[src/rtl/hazard_unit_if.sv]
// Purpose : bundles the pipeline-side signals of the hazard unit (register indices, write enables, memory handshake, control outputs).
// Latency : none; this is a wiring bundle only.
// Backpressure: MemReqM/MemReadyM carry the data-memory handshake that the hazard unit turns into a pipeline freeze.
// Ports   : master = pipeline/datapath side (drives indices and status), slave = hazard unit (drives forward/stall/flush/counters).
interface hazard_unit_if #(
    parameter int CNT_W = 16
);
    // Register indices seen in each stage
    logic [4:0]       Rs1D;
    logic [4:0]       Rs2D;
    logic [4:0]       Rs1E;
    logic [4:0]       Rs2E;
    logic [4:0]       RdE;
    logic [4:0]       RdM;
    logic [4:0]       RdW;
    // Stage status
    logic             RegWriteM;
    logic             RegWriteW;
    logic             ResultSrcE0;
    logic             PCSrcE;
    logic             MemReqM;
    logic             MemReadyM;
    // Controls back to the pipeline
    logic [1:0]       ForwardAE;
    logic [1:0]       ForwardBE;
    logic             StallF;
    logic             StallD;
    logic             StallE;
    logic             StallM;
    logic             FlushD;
    logic             FlushE;
    logic             FlushW;
    logic             MemTimeout;
    logic [CNT_W-1:0] StallCount;
    logic [CNT_W-1:0] FlushCount;

    modport master (
        output Rs1D, Rs2D, Rs1E, Rs2E, RdE, RdM, RdW,
        output RegWriteM, RegWriteW, ResultSrcE0, PCSrcE, MemReqM, MemReadyM,
        input  ForwardAE, ForwardBE, StallF, StallD, StallE, StallM,
        input  FlushD, FlushE, FlushW, MemTimeout, StallCount, FlushCount
    );

    modport slave (
        input  Rs1D, Rs2D, Rs1E, Rs2E, RdE, RdM, RdW,
        input  RegWriteM, RegWriteW, ResultSrcE0, PCSrcE, MemReqM, MemReadyM,
        output ForwardAE, ForwardBE, StallF, StallD, StallE, StallM,
        output FlushD, FlushE, FlushW, MemTimeout, StallCount, FlushCount
    );
endinterface

[src/rtl/hazard_unit.sv]
// Purpose : hazard/stall controller for the F/D/E/M/W pipeline: forwarding selects, load-use and branch stall/flush, memory-wait freeze.
// Latency : stall/flush/forward outputs are combinational (Mealy) in the same cycle; MemTimeout and counters are registered (visible next cycle).
// Backpressure: MemReqM && !MemReadyM freezes F/D/E/M and bubbles W until ready, or until MEM_TIMEOUT cycles force a release.
// Ports   : clk, rst (synchronous, active-high) plus hif (slave modport of hazard_unit_if) carrying all pipeline signals.
module hazard_unit #(
    parameter int RESET_FLUSH_CYCLES = 3,
    parameter int MEM_TIMEOUT        = 16,  // must be >= 2
    parameter int CNT_W              = 16
) (
    input  logic         clk,
    input  logic         rst,
    hazard_unit_if.slave hif
);

    localparam int RF_W = (RESET_FLUSH_CYCLES > 1) ? $clog2(RESET_FLUSH_CYCLES) : 1;
    localparam int WAIT_W = $clog2(MEM_TIMEOUT);
    localparam logic [RF_W-1:0]   RF_LAST   = RF_W'(RESET_FLUSH_CYCLES - 1);
    localparam logic [WAIT_W-1:0] WAIT_LAST = WAIT_W'(MEM_TIMEOUT - 1);

    typedef enum logic [1:0] {
        RST_FLUSH = 2'd0,
        RUN       = 2'd1,
        MEM_WAIT  = 2'd2
    } state_t;

    state_t            state_q, state_d;
    logic [RF_W-1:0]   rf_cnt_q, rf_cnt_d;
    logic [WAIT_W-1:0] wait_cnt_q, wait_cnt_d;
    logic              timeout_q, timeout_d;
    logic [CNT_W-1:0]  stall_cnt_q, stall_cnt_d;
    logic [CNT_W-1:0]  flush_cnt_q, flush_cnt_d;

    logic [1:0] fwd_a, fwd_b;
    logic       stall_f, stall_d, stall_e, stall_m;
    logic       flush_d, flush_e, flush_w;
    logic       lw_stall;
    logic       mem_pending;
    logic       timeout_fire;
    logic       mem_stall;

    // M-stage result is younger than W-stage, so it wins; x0 never forwards.
    function automatic logic [1:0] fwd_sel(
        input logic [4:0] rs,
        input logic [4:0] rd_m,
        input logic       we_m,
        input logic [4:0] rd_w,
        input logic       we_w
    );
        logic [1:0] sel;
        sel = 2'b00;
        if (we_m && (rd_m != 5'd0) && (rd_m == rs)) begin
            sel = 2'b10;
        end else if (we_w && (rd_w != 5'd0) && (rd_w == rs)) begin
            sel = 2'b01;
        end
        return sel;
    endfunction

    assign lw_stall = hif.ResultSrcE0 && (hif.RdE != 5'd0) &&
                      ((hif.RdE == hif.Rs1D) || (hif.RdE == hif.Rs2D));

    assign mem_pending  = hif.MemReqM && !hif.MemReadyM;
    // On the last allowed wait cycle the freeze is dropped even though memory has not answered.
    assign timeout_fire = (state_q == MEM_WAIT) && mem_pending && (wait_cnt_q == WAIT_LAST);
    assign mem_stall    = mem_pending && !timeout_fire;

    always_comb begin
        state_d     = state_q;
        rf_cnt_d    = rf_cnt_q;
        wait_cnt_d  = wait_cnt_q;
        timeout_d   = timeout_q;
        stall_cnt_d = stall_cnt_q;
        flush_cnt_d = flush_cnt_q;
        fwd_a       = 2'b00;
        fwd_b       = 2'b00;
        stall_f     = 1'b0;
        stall_d     = 1'b0;
        stall_e     = 1'b0;
        stall_m     = 1'b0;
        flush_d     = 1'b0;
        flush_e     = 1'b0;
        flush_w     = 1'b0;

        if (rst || (state_q == RST_FLUSH)) begin
            // Hold fetch and keep D/E empty while the pipeline comes out of reset.
            stall_f = 1'b1;
            flush_d = 1'b1;
            flush_e = 1'b1;
            if (rf_cnt_q == RF_LAST) begin
                state_d  = RUN;
                rf_cnt_d = '0;
            end else begin
                rf_cnt_d = rf_cnt_q + 1'b1;
            end
        end else begin
            fwd_a = fwd_sel(hif.Rs1E, hif.RdM, hif.RegWriteM, hif.RdW, hif.RegWriteW);
            fwd_b = fwd_sel(hif.Rs2E, hif.RdM, hif.RegWriteM, hif.RdW, hif.RegWriteW);

            if (mem_stall) begin
                // Full freeze; a pending branch flush is suppressed because the
                // branch stays in E and re-asserts PCSrcE once released.
                stall_f = 1'b1;
                stall_d = 1'b1;
                stall_e = 1'b1;
                stall_m = 1'b1;
                flush_w = 1'b1;
                state_d = MEM_WAIT;
                if (state_q == MEM_WAIT) begin
                    wait_cnt_d = wait_cnt_q + 1'b1;
                end else begin
                    wait_cnt_d = WAIT_W'(1);
                end
            end else begin
                stall_f    = lw_stall;
                stall_d    = lw_stall;
                flush_d    = hif.PCSrcE;
                flush_e    = lw_stall | hif.PCSrcE;
                state_d    = RUN;
                wait_cnt_d = '0;
                if (timeout_fire) begin
                    timeout_d = 1'b1;
                end
            end

            if ((stall_f || stall_d || stall_e || stall_m) && (stall_cnt_q != '1)) begin
                stall_cnt_d = stall_cnt_q + 1'b1;
            end
            // Outside reset flush, FlushD can only come from a taken branch.
            if (flush_d && (flush_cnt_q != '1)) begin
                flush_cnt_d = flush_cnt_q + 1'b1;
            end
        end
    end

    always_ff @(posedge clk) begin
        if (rst) begin
            state_q     <= RST_FLUSH;
            rf_cnt_q    <= '0;
            wait_cnt_q  <= '0;
            timeout_q   <= 1'b0;
            stall_cnt_q <= '0;
            flush_cnt_q <= '0;
        end else begin
            state_q     <= state_d;
            rf_cnt_q    <= rf_cnt_d;
            wait_cnt_q  <= wait_cnt_d;
            timeout_q   <= timeout_d;
            stall_cnt_q <= stall_cnt_d;
            flush_cnt_q <= flush_cnt_d;
        end
    end

    assign hif.ForwardAE  = fwd_a;
    assign hif.ForwardBE  = fwd_b;
    assign hif.StallF     = stall_f;
    assign hif.StallD     = stall_d;
    assign hif.StallE     = stall_e;
    assign hif.StallM     = stall_m;
    assign hif.FlushD     = flush_d;
    assign hif.FlushE     = flush_e;
    assign hif.FlushW     = flush_w;
    assign hif.MemTimeout = timeout_q;
    assign hif.StallCount = stall_cnt_q;
    assign hif.FlushCount = flush_cnt_q;

endmodule

[src/flat_wrapper.sv]
// flat-port wrapper written by rule: the top's interface ports become plain ports
module hazard_unit_flat 
#(
    parameter int RESET_FLUSH_CYCLES = 3,
    parameter int MEM_TIMEOUT        = 16,                 
    parameter int CNT_W              = 16
)
  (clk, rst, hif_Rs1D, hif_Rs2D, hif_Rs1E, hif_Rs2E, hif_RdE, hif_RdM, hif_RdW, hif_RegWriteM, hif_RegWriteW, hif_ResultSrcE0, hif_PCSrcE, hif_MemReqM, hif_MemReadyM, hif_ForwardAE, hif_ForwardBE, hif_StallF, hif_StallD, hif_StallE, hif_StallM, hif_FlushD, hif_FlushE, hif_FlushW, hif_MemTimeout, hif_StallCount, hif_FlushCount);
  hazard_unit_if #(.CNT_W(CNT_W)) hif_i ();
  input  logic clk;
  input  logic rst;
  input wire logic [$bits(hif_i.Rs1D)-1:0] hif_Rs1D;
  input wire logic [$bits(hif_i.Rs2D)-1:0] hif_Rs2D;
  input wire logic [$bits(hif_i.Rs1E)-1:0] hif_Rs1E;
  input wire logic [$bits(hif_i.Rs2E)-1:0] hif_Rs2E;
  input wire logic [$bits(hif_i.RdE)-1:0] hif_RdE;
  input wire logic [$bits(hif_i.RdM)-1:0] hif_RdM;
  input wire logic [$bits(hif_i.RdW)-1:0] hif_RdW;
  input wire logic [$bits(hif_i.RegWriteM)-1:0] hif_RegWriteM;
  input wire logic [$bits(hif_i.RegWriteW)-1:0] hif_RegWriteW;
  input wire logic [$bits(hif_i.ResultSrcE0)-1:0] hif_ResultSrcE0;
  input wire logic [$bits(hif_i.PCSrcE)-1:0] hif_PCSrcE;
  input wire logic [$bits(hif_i.MemReqM)-1:0] hif_MemReqM;
  input wire logic [$bits(hif_i.MemReadyM)-1:0] hif_MemReadyM;
  output wire logic [$bits(hif_i.ForwardAE)-1:0] hif_ForwardAE;
  output wire logic [$bits(hif_i.ForwardBE)-1:0] hif_ForwardBE;
  output wire logic [$bits(hif_i.StallF)-1:0] hif_StallF;
  output wire logic [$bits(hif_i.StallD)-1:0] hif_StallD;
  output wire logic [$bits(hif_i.StallE)-1:0] hif_StallE;
  output wire logic [$bits(hif_i.StallM)-1:0] hif_StallM;
  output wire logic [$bits(hif_i.FlushD)-1:0] hif_FlushD;
  output wire logic [$bits(hif_i.FlushE)-1:0] hif_FlushE;
  output wire logic [$bits(hif_i.FlushW)-1:0] hif_FlushW;
  output wire logic [$bits(hif_i.MemTimeout)-1:0] hif_MemTimeout;
  output wire logic [$bits(hif_i.StallCount)-1:0] hif_StallCount;
  output wire logic [$bits(hif_i.FlushCount)-1:0] hif_FlushCount;
  assign hif_i.Rs1D = hif_Rs1D;
  assign hif_i.Rs2D = hif_Rs2D;
  assign hif_i.Rs1E = hif_Rs1E;
  assign hif_i.Rs2E = hif_Rs2E;
  assign hif_i.RdE = hif_RdE;
  assign hif_i.RdM = hif_RdM;
  assign hif_i.RdW = hif_RdW;
  assign hif_i.RegWriteM = hif_RegWriteM;
  assign hif_i.RegWriteW = hif_RegWriteW;
  assign hif_i.ResultSrcE0 = hif_ResultSrcE0;
  assign hif_i.PCSrcE = hif_PCSrcE;
  assign hif_i.MemReqM = hif_MemReqM;
  assign hif_i.MemReadyM = hif_MemReadyM;
  assign hif_ForwardAE = hif_i.ForwardAE;
  assign hif_ForwardBE = hif_i.ForwardBE;
  assign hif_StallF = hif_i.StallF;
  assign hif_StallD = hif_i.StallD;
  assign hif_StallE = hif_i.StallE;
  assign hif_StallM = hif_i.StallM;
  assign hif_FlushD = hif_i.FlushD;
  assign hif_FlushE = hif_i.FlushE;
  assign hif_FlushW = hif_i.FlushW;
  assign hif_MemTimeout = hif_i.MemTimeout;
  assign hif_StallCount = hif_i.StallCount;
  assign hif_FlushCount = hif_i.FlushCount;
  hazard_unit #(.RESET_FLUSH_CYCLES(RESET_FLUSH_CYCLES), .MEM_TIMEOUT(MEM_TIMEOUT), .CNT_W(CNT_W)) u_core (.clk(clk), .rst(rst), .hif(hif_i));
endmodule
[config.mk]
export PLATFORM = sky130hd
export DESIGN_NAME = hazard_unit_flat
export DESIGN_NICKNAME = d
export VERILOG_FILES = /design/src/rtl/hazard_unit_if.sv /design/src/rtl/hazard_unit.sv /design/src/flat_wrapper.sv
export SDC_FILE = /design/constraint.sdc
export NUM_CORES = 1
export LEC_CHECK = 0
export ABC_AREA = 1
export ABC_CLOCK_PERIOD_IN_PS = 1600
export BUFFER_PORTS_ARGS = -buffer_cell sky130_fd_sc_hd__clkbuf_2
export CELL_PAD_IN_SITES_DETAIL_PLACEMENT = 1
export CELL_PAD_IN_SITES_GLOBAL_PLACEMENT = 1
export CORE_MARGIN = 4
export CORE_UTILIZATION = 32
export CTS_CLUSTER_SIZE = 40
export DETAILED_ROUTE_END_ITERATION = 8
export PLACE_DENSITY_LB_ADDON = 0.05
export SLEW_MARGIN = 20
export SYNTH_ARGS = -nofsm -noshare
export SYNTH_HDL_FRONTEND = slang
export SYNTH_SLANG_ARGS = --single-unit
[constraint.sdc]
create_clock -name clk -period 1.6 [get_ports clk]
set_clock_uncertainty 0.1 [all_clocks]
set_input_delay 0.08 -clock clk [delete_from_list [all_inputs] [get_ports clk]]
set_output_delay 0.08 -clock clk [all_outputs]
set_load 0.05 [all_outputs]
* Yosys cells after proc, flatten, opt, wreduce, memory -nomap -nowiden
Index checks and enable logic that the tools add are counted.
** Storage, ports and cells
- Register bits :: 41
- Latch bits :: 0
- Memory bits (writable) :: 0
- Memory bits (read-only) :: 0
- Bits of input ports :: 43
- Output and inout port bits :: 44
- Memories :: 0
** Operators by class
- Add/sub/neg operators :: 4
- Multiply operators :: 0
- Divide/modulo/power cells :: 0
- $lt $le $gt $ge :: 0
- Eq/ne operators :: 12
- Shift-type cells :: 0
- Mux-type cells :: 25
- Bitwise operators :: 3
- Reduce and logical (&&, ||, !) cells :: 27
** Operators with widths (number)
- $add A16 B1 Y16 const B :: 2
- $ne A16 B16 Y1 const B :: 2
- $eq A5 B5 Y1 :: 6
- $mux W2 :: 8
- $mux W1 :: 15
- $reduce_bool A5 Y1 :: 3
- $logic_and A1 B1 Y1 :: 14
- $mux W4 :: 2
- $add A4 B1 Y4 const B :: 1
- $eq A2 B2 Y1 const B :: 2
- $eq A4 B4 Y1 const B :: 1
- $logic_or A1 B1 Y1 :: 4
- $reduce_and A2 Y1 :: 2
- $reduce_and A3 Y1 :: 1
- $add A2 B1 Y2 const B :: 1
- $logic_not A1 Y1 :: 2
- $logic_not A2 Y1 :: 1
- $ne A2 B2 Y1 const B :: 1
- $not A1 Y1 :: 2
- $or A1 B1 Y1 :: 1

* Depth between registers and ports, before layout
Gate-level depths: netlist of run 1.
- Depth after elaboration :: 12
- Gate-level depth with buffers :: 13
- Mapped depth without buffers :: 12

* Worst setup path after synthesis of run 1
No wires, ideal clock.
- Kind :: reg2out
- Start point :: register u_core.state_q[0]
- End point :: output hif_ForwardAE[0]
- Arrival time :: 2.123 ns
- Path slack :: -0.703 ns
- Stages on the path, launching flop included :: 6
- Cell sequence :: dfxtp_1 -> nor2_4 -> nor2_4 -> buf_1 -> nand4_1 -> nor3_1
** On the way
- Longest elaborated chain between the ends :: 3
** RTL lines
- start: declaration :: line hazard_unit.sv:26 : state_t state_q, state_d;
- start signal: assignment :: line hazard_unit.sv:144 : state_q <= state_d;
- $logic_not A2 Y1 :: line hazard_unit.sv:84 : if (rst || (state_q == RST_FLUSH)) begin
- $logic_or A1 B1 Y1 :: line hazard_unit.sv:84
- $mux W2 :: line hazard_unit.sv:84
- end: declaration :: line flat_wrapper.sv:25 : output wire logic [$bits(hif_i.ForwardAE)-1:0] hif_ForwardAE;
No other way between the ends.

* Worst setup path in the final report of run 1
- Start point :: register u_core.state_q[1]
- End point :: output hif_FlushW
** On the way
- Longest elaborated chain between the ends :: 7
- Elaborated cells between the ends (all ways) :: 9
- Classes of those cells :: 1 x eq/ne; 2 x mux; 6 x reduce/logical
** RTL lines
- $eq A2 B2 Y1 :: line hazard_unit.sv:64 : assign timeout_fire = (state_q == MEM_WAIT) && mem_pending && (wait_cnt_q == WAIT_LAST);
- $logic_and A1 B1 Y1 (2 in series) :: line hazard_unit.sv:64
- $logic_not A1 Y1 :: line hazard_unit.sv:65 : assign mem_stall = mem_pending && !timeout_fire;
- $logic_and A1 B1 Y1 :: line hazard_unit.sv:65
- $mux W1 :: line hazard_unit.sv:99 : if (mem_stall) begin
- $mux W1 * :: line hazard_unit.sv:84
- end: declaration :: line flat_wrapper.sv:33 : output wire logic [$bits(hif_i.FlushW)-1:0] hif_FlushW;
Every way passes the cells marked *; elsewhere a longest branch is shown, timed or not.

==> flow_summary.yaml, run 1 <==
hold_path:
  hp-start: "hif_MemReadyM"
  hp-class: "in2reg"
finish:
  ff_latch_area_sq_um: 892
  final_area_sq_um: 5080
  areaGrowthSynthToFinish_pct: 65.6
  diodes: 0
  nFillCells: 1212
  multi_input_area_sq_um: 2190
  nets: 694
  final_layout_size_suffix_gt1_share_pct: 46.8
  stdcell_count: 778
synth:
  synth_nets: 529
  synthArstFlopShare_pct: 0
  synth_seq_cells: 41
  ys_types: 31
  synth_cells: 483
  yosys_warnings: 0
  synth_common_cells: "119 x nand2_1, 80 x inv_1, 57 x nor2_1"
  yosysMostFrequentCell: "nand2_1"
  syn_area_sq_um: 3070
  synth_flop_cell: "dfxtp_1"
  yosysTopAreaCell: "dfxtp_1"
  ys_top_cells_by_area: "dfxtp_1 27%, nand2_1 15%, inv_1 9.8%"
  yosysSeqAreaShare_pct: 26.8
  synth_edf_count: 0
  synth_top_area_share_pct: 26.8
  avgSynthCellArea_sq_um: 6.35
clock_tree:
  clockBufferDepth: 2
  htreeDepth: 2
  cts_sinks: 41
  numCtsBuffers: 5
  clk_pin_slew_ns: 0.09
  clock_latency_ns: 0.30
  hold_buffers: 0
  ctsRootBufferMaster: "clkbuf_8"
  cts_tree: "yes"
floorplanning:
  die_x_um: 106
  die_y_um: 106
  start_util_pct: 33.0
  core_sq_um: 9280
  io-pin-count: 87
  die_area_sq_um: 11200
  num_rows: 35
worst_setup_path:
  worstPathArrival_ns: 1.65
  crit_path_end_kind: "primary output"
  crit_chain: "buf_6 > nor2_4 > nor2_4 > buf_6 > inv_4 > buf_4 > nor2_4 > buf_6 > buf_12"
  path_delay_family: "buffers and inverters"
  crit_path_start_kind: "register"
  cp.required_ns: 1.42
  max_stage_delay_ns: 0.35
  critPathSlowestCell: "dfxtp_2"
  path_buf_inv: 6
  critical_path.max_fanout: 5
  rrSetupSlack_ns: -0.20
  reg2reg_from: "u_core.wait_cnt_q[0]"
  critPathKind: "reg2out"
  startpoint: "u_core.state_q[1]"
sta:
  rsz0062_at_grt: "true"
  tightest_slew_ns: 0.398
  slew_violations: 0
  layout_setup_ws_ns: -0.228
  fin_crit_ns: 1.83
  fin_crit_sh_pct: 114
  hold_violations: 0
  finalSetupViolations: 37
  fmaxAchievable_mhz: 547
  relSlewSlack_pct: 73.2
route:
  viasPerCell: 4.58
  vias: 3567
  ant_nets: 0
  first_iter_violations: 89
  remaining_drc_errors: 0
  drt_pass1_iterations: 4
  post_drt_wl_per_cell_um: 13.2
  wl_mm: 10.3
placed_design:
  dp_hpwl_mm: 7.77
  portBuffers: 86
  post-place-ws_ns: -0.155
  place.gp.congestion: 0.772
  placed_cells: 754
  placed_area_sq_um: 4460
pwr:
  p_leak_nw: 2.52
  vdd.ir_drop.worst_uv: 346
  pwr_density_cell_nw_per_um2: 623
  finalPower_mw: 3.17
global_route:
  grt_pass1_vias: 3867
  grt.total_usage_pct: 19.6
  grt_pass1_wl_mm: 18.3
  grt_max_degree: 32
  gr-total-overflow: 0
  antenna_found_initial: 0
run_status:
  violations: "setup timing"
  outcome: "finished with violations"
job:
  drv_cap: 0
[cell families (layout without fill, tap and decap cells)]
kind of cell / count (synthesis) / after routing / share of synthesized area (%)
AO/OA/AOI/OAI: 30 / 30 / 6.28
buffers and inverters: 101 / 266 / 13.9
AND/OR/NAND/NOR: 272 / 273 / 41.6
XOR/XNOR: 36 / 36 / 10.3
adder cells (fa/ha/maj): 3 / 3 / 1.22
flip-flops: 41 / 41 / 26.8
[per-stage QoR]
step / util [%] / hold WS, ns / TNS [ns]
final: 54.7 / 0.0191 / -4.66
after global routing: 54.7 / 0.0384 / -9.02
after CTS: 53.8 / 0.0119 / -5.04
after detailed placement: 48.0 / 0.348 / -1.83
after global placement: 48.0 / 0.339 / -0.502
after floorplan: - / 0.203 / -1.54
[worst paths after layout]
check	to	depth (start not counted)
max	hif_FlushW	9
min	u_core.hif.MemTimeout	4
max reg2reg	u_core.hif.FlushCount[9]	12
min reg2reg	u_core.hif.FlushCount[14]	2
[layout make-up]
cell class                 count  share of cell area, %
clock inverter                 2                  0.690
timing repair inverter         1                  0.320
sequential                    41                   17.6
inverter                      86                   6.55
clock buffer                   6                   1.85
tap                          129                   3.18
timing repair buffer         171                   26.7
multi-input combinational    342                   43.1
[layer usage]
layer	vias up	wire length, um	global-route usage (%)
met4	0	93	4.07
li1	1833	-	-
met3	5	400	2.98
met1	1657	4450	23.6
met5	-	0	0
met2	72	5320	36.6
[state kept, by name, indices dropped and copies added (netlist names)]
name / flops
u_core.state_q: 2
u_core.hif.MemTimeout: 1
u_core.hif.StallCount: 16
u_core.hif.FlushCount: 16
u_core.rf_cnt_q: 2
u_core.wait_cnt_q: 4
[worst register-to-register path: stages, from the launching register on]
cell and delay (ns):
dfxtp_2 0.36, ha_4 0.14, nand3_2 0.06, nand3b_4 0.17, nand2_4 0.09, nand2_4 0.07
buf_12 0.12, nor2_4 0.11, nand2_4 0.13, inv_8 0.11, buf_12 0.12, nand2_4 0.04
a21oi_2 0.11
[where the power goes]
part	leakage (nW)	switching, mW	internal (mW)	total [mW]
combinational	2.11	0.612	0.484	1.10
sequential	0.352	0.0521	1.06	1.11
clock	0.0663	0.400	0.558	0.958
total	2.52	1.06	2.10	3.17
[repair_timing]
item | CTS | global route
pin swaps | 16 | 9
setup buffers | 11 | 2
setup endpoints to repair | 34 | 45
resized for setup | 66 | 22
cloned | 4 | 0
[layout by cell type (no fill, tap or decap), types with 3 or more instances in the layout]
master / n
nand2_1: 105
inv_1: 76
clkbuf_2: 75
buf_4: 63
nor2_1: 48
nand3_1: 27
xor2_1: 26
nand4_1: 24
dfxtp_2: 24
nand2_4: 19
buf_6: 16
nor2_4: 11
dfxtp_4: 11
xnor2_1: 10
a21oi_2: 10
buf_12: 9
inv_2: 8
nand2_2: 8
a21oi_1: 8
o21ai_0: 6
clkbuf_8: 6
dfxtp_1: 6
nand3_2: 5
nor3_1: 5
buf_8: 5
nor2_2: 4
nor4_1: 3
nor3_4: 3
o21ai_2: 3
ha_4: 3
Power figures use the tool's default switching activity.
==> run 2: changes to the inputs <==
--- a/config.mk
+++ b/config.mk
@@ -5,13 +5,12 @@
 export SDC_FILE = /design/constraint.sdc
 export NUM_CORES = 1
 export LEC_CHECK = 0
-export ABC_AREA = 1
 export ABC_CLOCK_PERIOD_IN_PS = 1600
 export BUFFER_PORTS_ARGS = -buffer_cell sky130_fd_sc_hd__clkbuf_2
 export CELL_PAD_IN_SITES_DETAIL_PLACEMENT = 1
 export CELL_PAD_IN_SITES_GLOBAL_PLACEMENT = 1
 export CORE_MARGIN = 4
-export CORE_UTILIZATION = 32
+export CORE_UTILIZATION = 33
 export CTS_CLUSTER_SIZE = 40
 export DETAILED_ROUTE_END_ITERATION = 8
 export PLACE_DENSITY_LB_ADDON = 0.05
==> flow_summary.yaml, run 2 <==
clock_tree:
  htreeDepth: 2
  clk_pin_slew_ns: 0.09
  clockBufferDepth: 2
  cts_sinks: 41
  numCtsBuffers: 5
  hold_buffers: 0
  cts_tree: "yes"
  ctsRootBufferMaster: "clkbuf_8"
  clock_latency_ns: 0.31
route:
  drt_pass1_iterations: 4
  first_iter_violations: 71
  ant_nets: 0
  wl_mm: 11.3
  remaining_drc_errors: 0
  vias: 3014
  post_drt_wl_per_cell_um: 19.2
  viasPerCell: 5.12
finish:
  nets: 535
  fin_util_pct: 66.7
  diodes: 0
  mostFrequentLayoutCells: "90 x buf_4, 75 x clkbuf_2, 31 x nor2_1, 29 x xor2_1, 19 x buf_6"
  areaGrowthSynthToFinish_pct: 94.8
  final_area_sq_um: 4860
  final_layout_size_suffix_gt1_share_pct: 64.3
  nFillCells: 832
  final_common_cell: "buf_4"
  stdcell_count: 589
sta:
  fin_crit_ns: 2.02
  finalSetupViolations: 44
  relSlewSlack_pct: 67.2
  tns_ns: -12.27
  slew_violations: 0
  fin_crit_sh_pct: 126
  whs_ns: 0.107
  rsz0062_at_grt: "true"
  hold_violations: 0
  tightest_slew_ns: 0.492
  layout_setup_ws_ns: -0.420
  fmaxAchievable_mhz: 495
synth:
  synth_flop_cell: "dfxtp_1"
  synth_seq_cells: 41
  yosysSeqAreaShare_pct: 32.9
  synth_top_area_share_pct: 32.9
  ys_top_cells_by_area: "dfxtp_1 33%, xor2_1 11%, nor2_1 5.4%"
  synth_common_cells: "41 x dfxtp_1, 36 x nor2_1, 30 x xor2_1"
  ys_types: 49
  syn_area_sq_um: 2490
  avgSynthCellArea_sq_um: 8.43
  yosysTopAreaCell: "dfxtp_1"
  synth_cells: 296
  synth_nets: 342
  synthArstFlopShare_pct: 0
  synth_edf_count: 0
  yosysMostFrequentCell: "dfxtp_1"
  yosys_warnings: 0
pwr:
  vdd.ir_drop.worst_uv: 490
  finalPower_mw: 2.43
  combPwrFrac_pct: 27.8
  p_sw_share_pct: 32.8
  p_int_mw: 1.63
  p_switching_uw: 799
  p_leak_nw: 2.08
  pwr-share-seq_pct: 42.4
  clkPwrFrac_pct: 29.9
  pwr_density_cell_nw_per_um2: 501
floorplanning:
  die_y_um: 95.0
  die_area_sq_um: 9020
  start_util_pct: 34.2
  die_x_um: 95.0
  num_rows: 31
  core_sq_um: 7290
  io-pin-count: 87
global_route:
  antenna_found_initial: 0
  use_met3_pct: 4.30
  grt_use_met1_pct: 30.7
  grt.total_usage_pct: 25.9
  grt_pass1_wl_mm: 17.9
  grt_use_met2_pct: 47.6
  gr-total-overflow: 0
  grt_pass1_vias: 3400
  grt_max_degree: 43
  busiest_layer: "met2"
run_status:
  outcome: "finished with violations"
  violations: "setup timing"
job:
  drv_cap: 0
worst_setup_path:
  worstPathArrival_ns: 1.84
  crit_path_end_kind: "primary output"
  crit_path_start_kind: "register"
  critPathKind: "reg2out"
  cp.required_ns: 1.42
  critical_path.max_fanout: 4
placed_design:
  placed_area_sq_um: 4030
  dp_hpwl_mm: 6.71
  placed_cells: 550
  portBuffers: 86
  place.gp.congestion: 0.797
  post-place-ws_ns: -0.351
hold_path:
  hp-class: "in2reg"
-- run 2: cell count changes in the layout (fill, tap and decap cells not counted), moves of 15 or more --
cell	previous run	this run
nand2_1	105	13
nand4_1	24	7
nand2_4	19	4
buf_4	63	90
nor2_1	48	31
inv_1	76	4
nand3_1	27	9
-- run 2: what timing repair did --
| action | 4_1_cts | 5_1_grt |
|---|---|---|
| resized for setup | 82 | 28 |
| pin swaps | 30 | 25 |
| setup buffers | 29 | 8 |
| cloned | 2 | 0 |
| setup endpoints to repair | 44 | 47 |
-- run 2: final cells by class --
class / count / area, sq um / area share [%]
well taps: 99 / 124 / 2.55
multi-input cells: 235 / 2130 / 43.8
flip-flops and latches: 41 / 897 / 18.5
clock inverters: 3 / 17.5 / 0.360
repair buffers: 202 / 1610 / 33.1
inverters: 4 / 15.0 / 0.309
clock buffers: 5 / 68.8 / 1.42
-- run 2: power by group through the flow --
| stage | combinational, mW | sequential (mW) | clock [mW] |
|---|---|---|---|
| 3_3_place_gp | 0.440 | 1.05 | 0 |
| 6_report | 0.676 | 1.03 | 0.727 |
| 4_1_cts | 0.620 | 1.02 | 0.721 |
| 3_5_place_dp | 0.454 | 1.05 | 0 |
| 5_1_grt | 0.716 | 1.03 | 0.777 |
| 2_1_floorplan | 0.268 | 1.05 | 0 |
-- run 2: worst max-delay path, cell delays in order, from the launching register on --
cell	delay (ns)
dfxtp_4	0.38
o21ba_4	0.17
o211ai_1	0.12
or4_4	0.45
nor4_4	0.23
buf_12	0.18
-- run 2: layer usage --
metal  wire length (um)  up-vias
met3                313       16
li1                   -     1438
met5                  0        -
met1               4650     1499
met4                187        0
met2               6150       61
-- run 2: kinds of logic after synthesis --
family	after synthesis	synth area share [%]
AO/OA/AOI/OAI	43	13.2
adder cells (fa/ha/maj)	3	1.50
multiplexers	7	3.11
buffers and inverters	20	4.56
AND/OR/NAND/NOR	137	28.9
XOR/XNOR	45	15.8
flip-flops	41	32.9
-- run 2: final timing paths --
path | start | to | slack (ns) | cells after the start
hold reg to reg | u_core.hif.MemTimeout | u_core.hif.MemTimeout | 0.38 | 2
setup / recovery | u_core.state_q[0] | hif_ForwardBE[0] | -0.42 | 5
hold / removal | hif_MemReqM | u_core.wait_cnt_q[2] | 0.11 | 5
setup reg to reg | u_core.wait_cnt_q[1] | u_core.hif.FlushCount[14] | -0.39 | 9
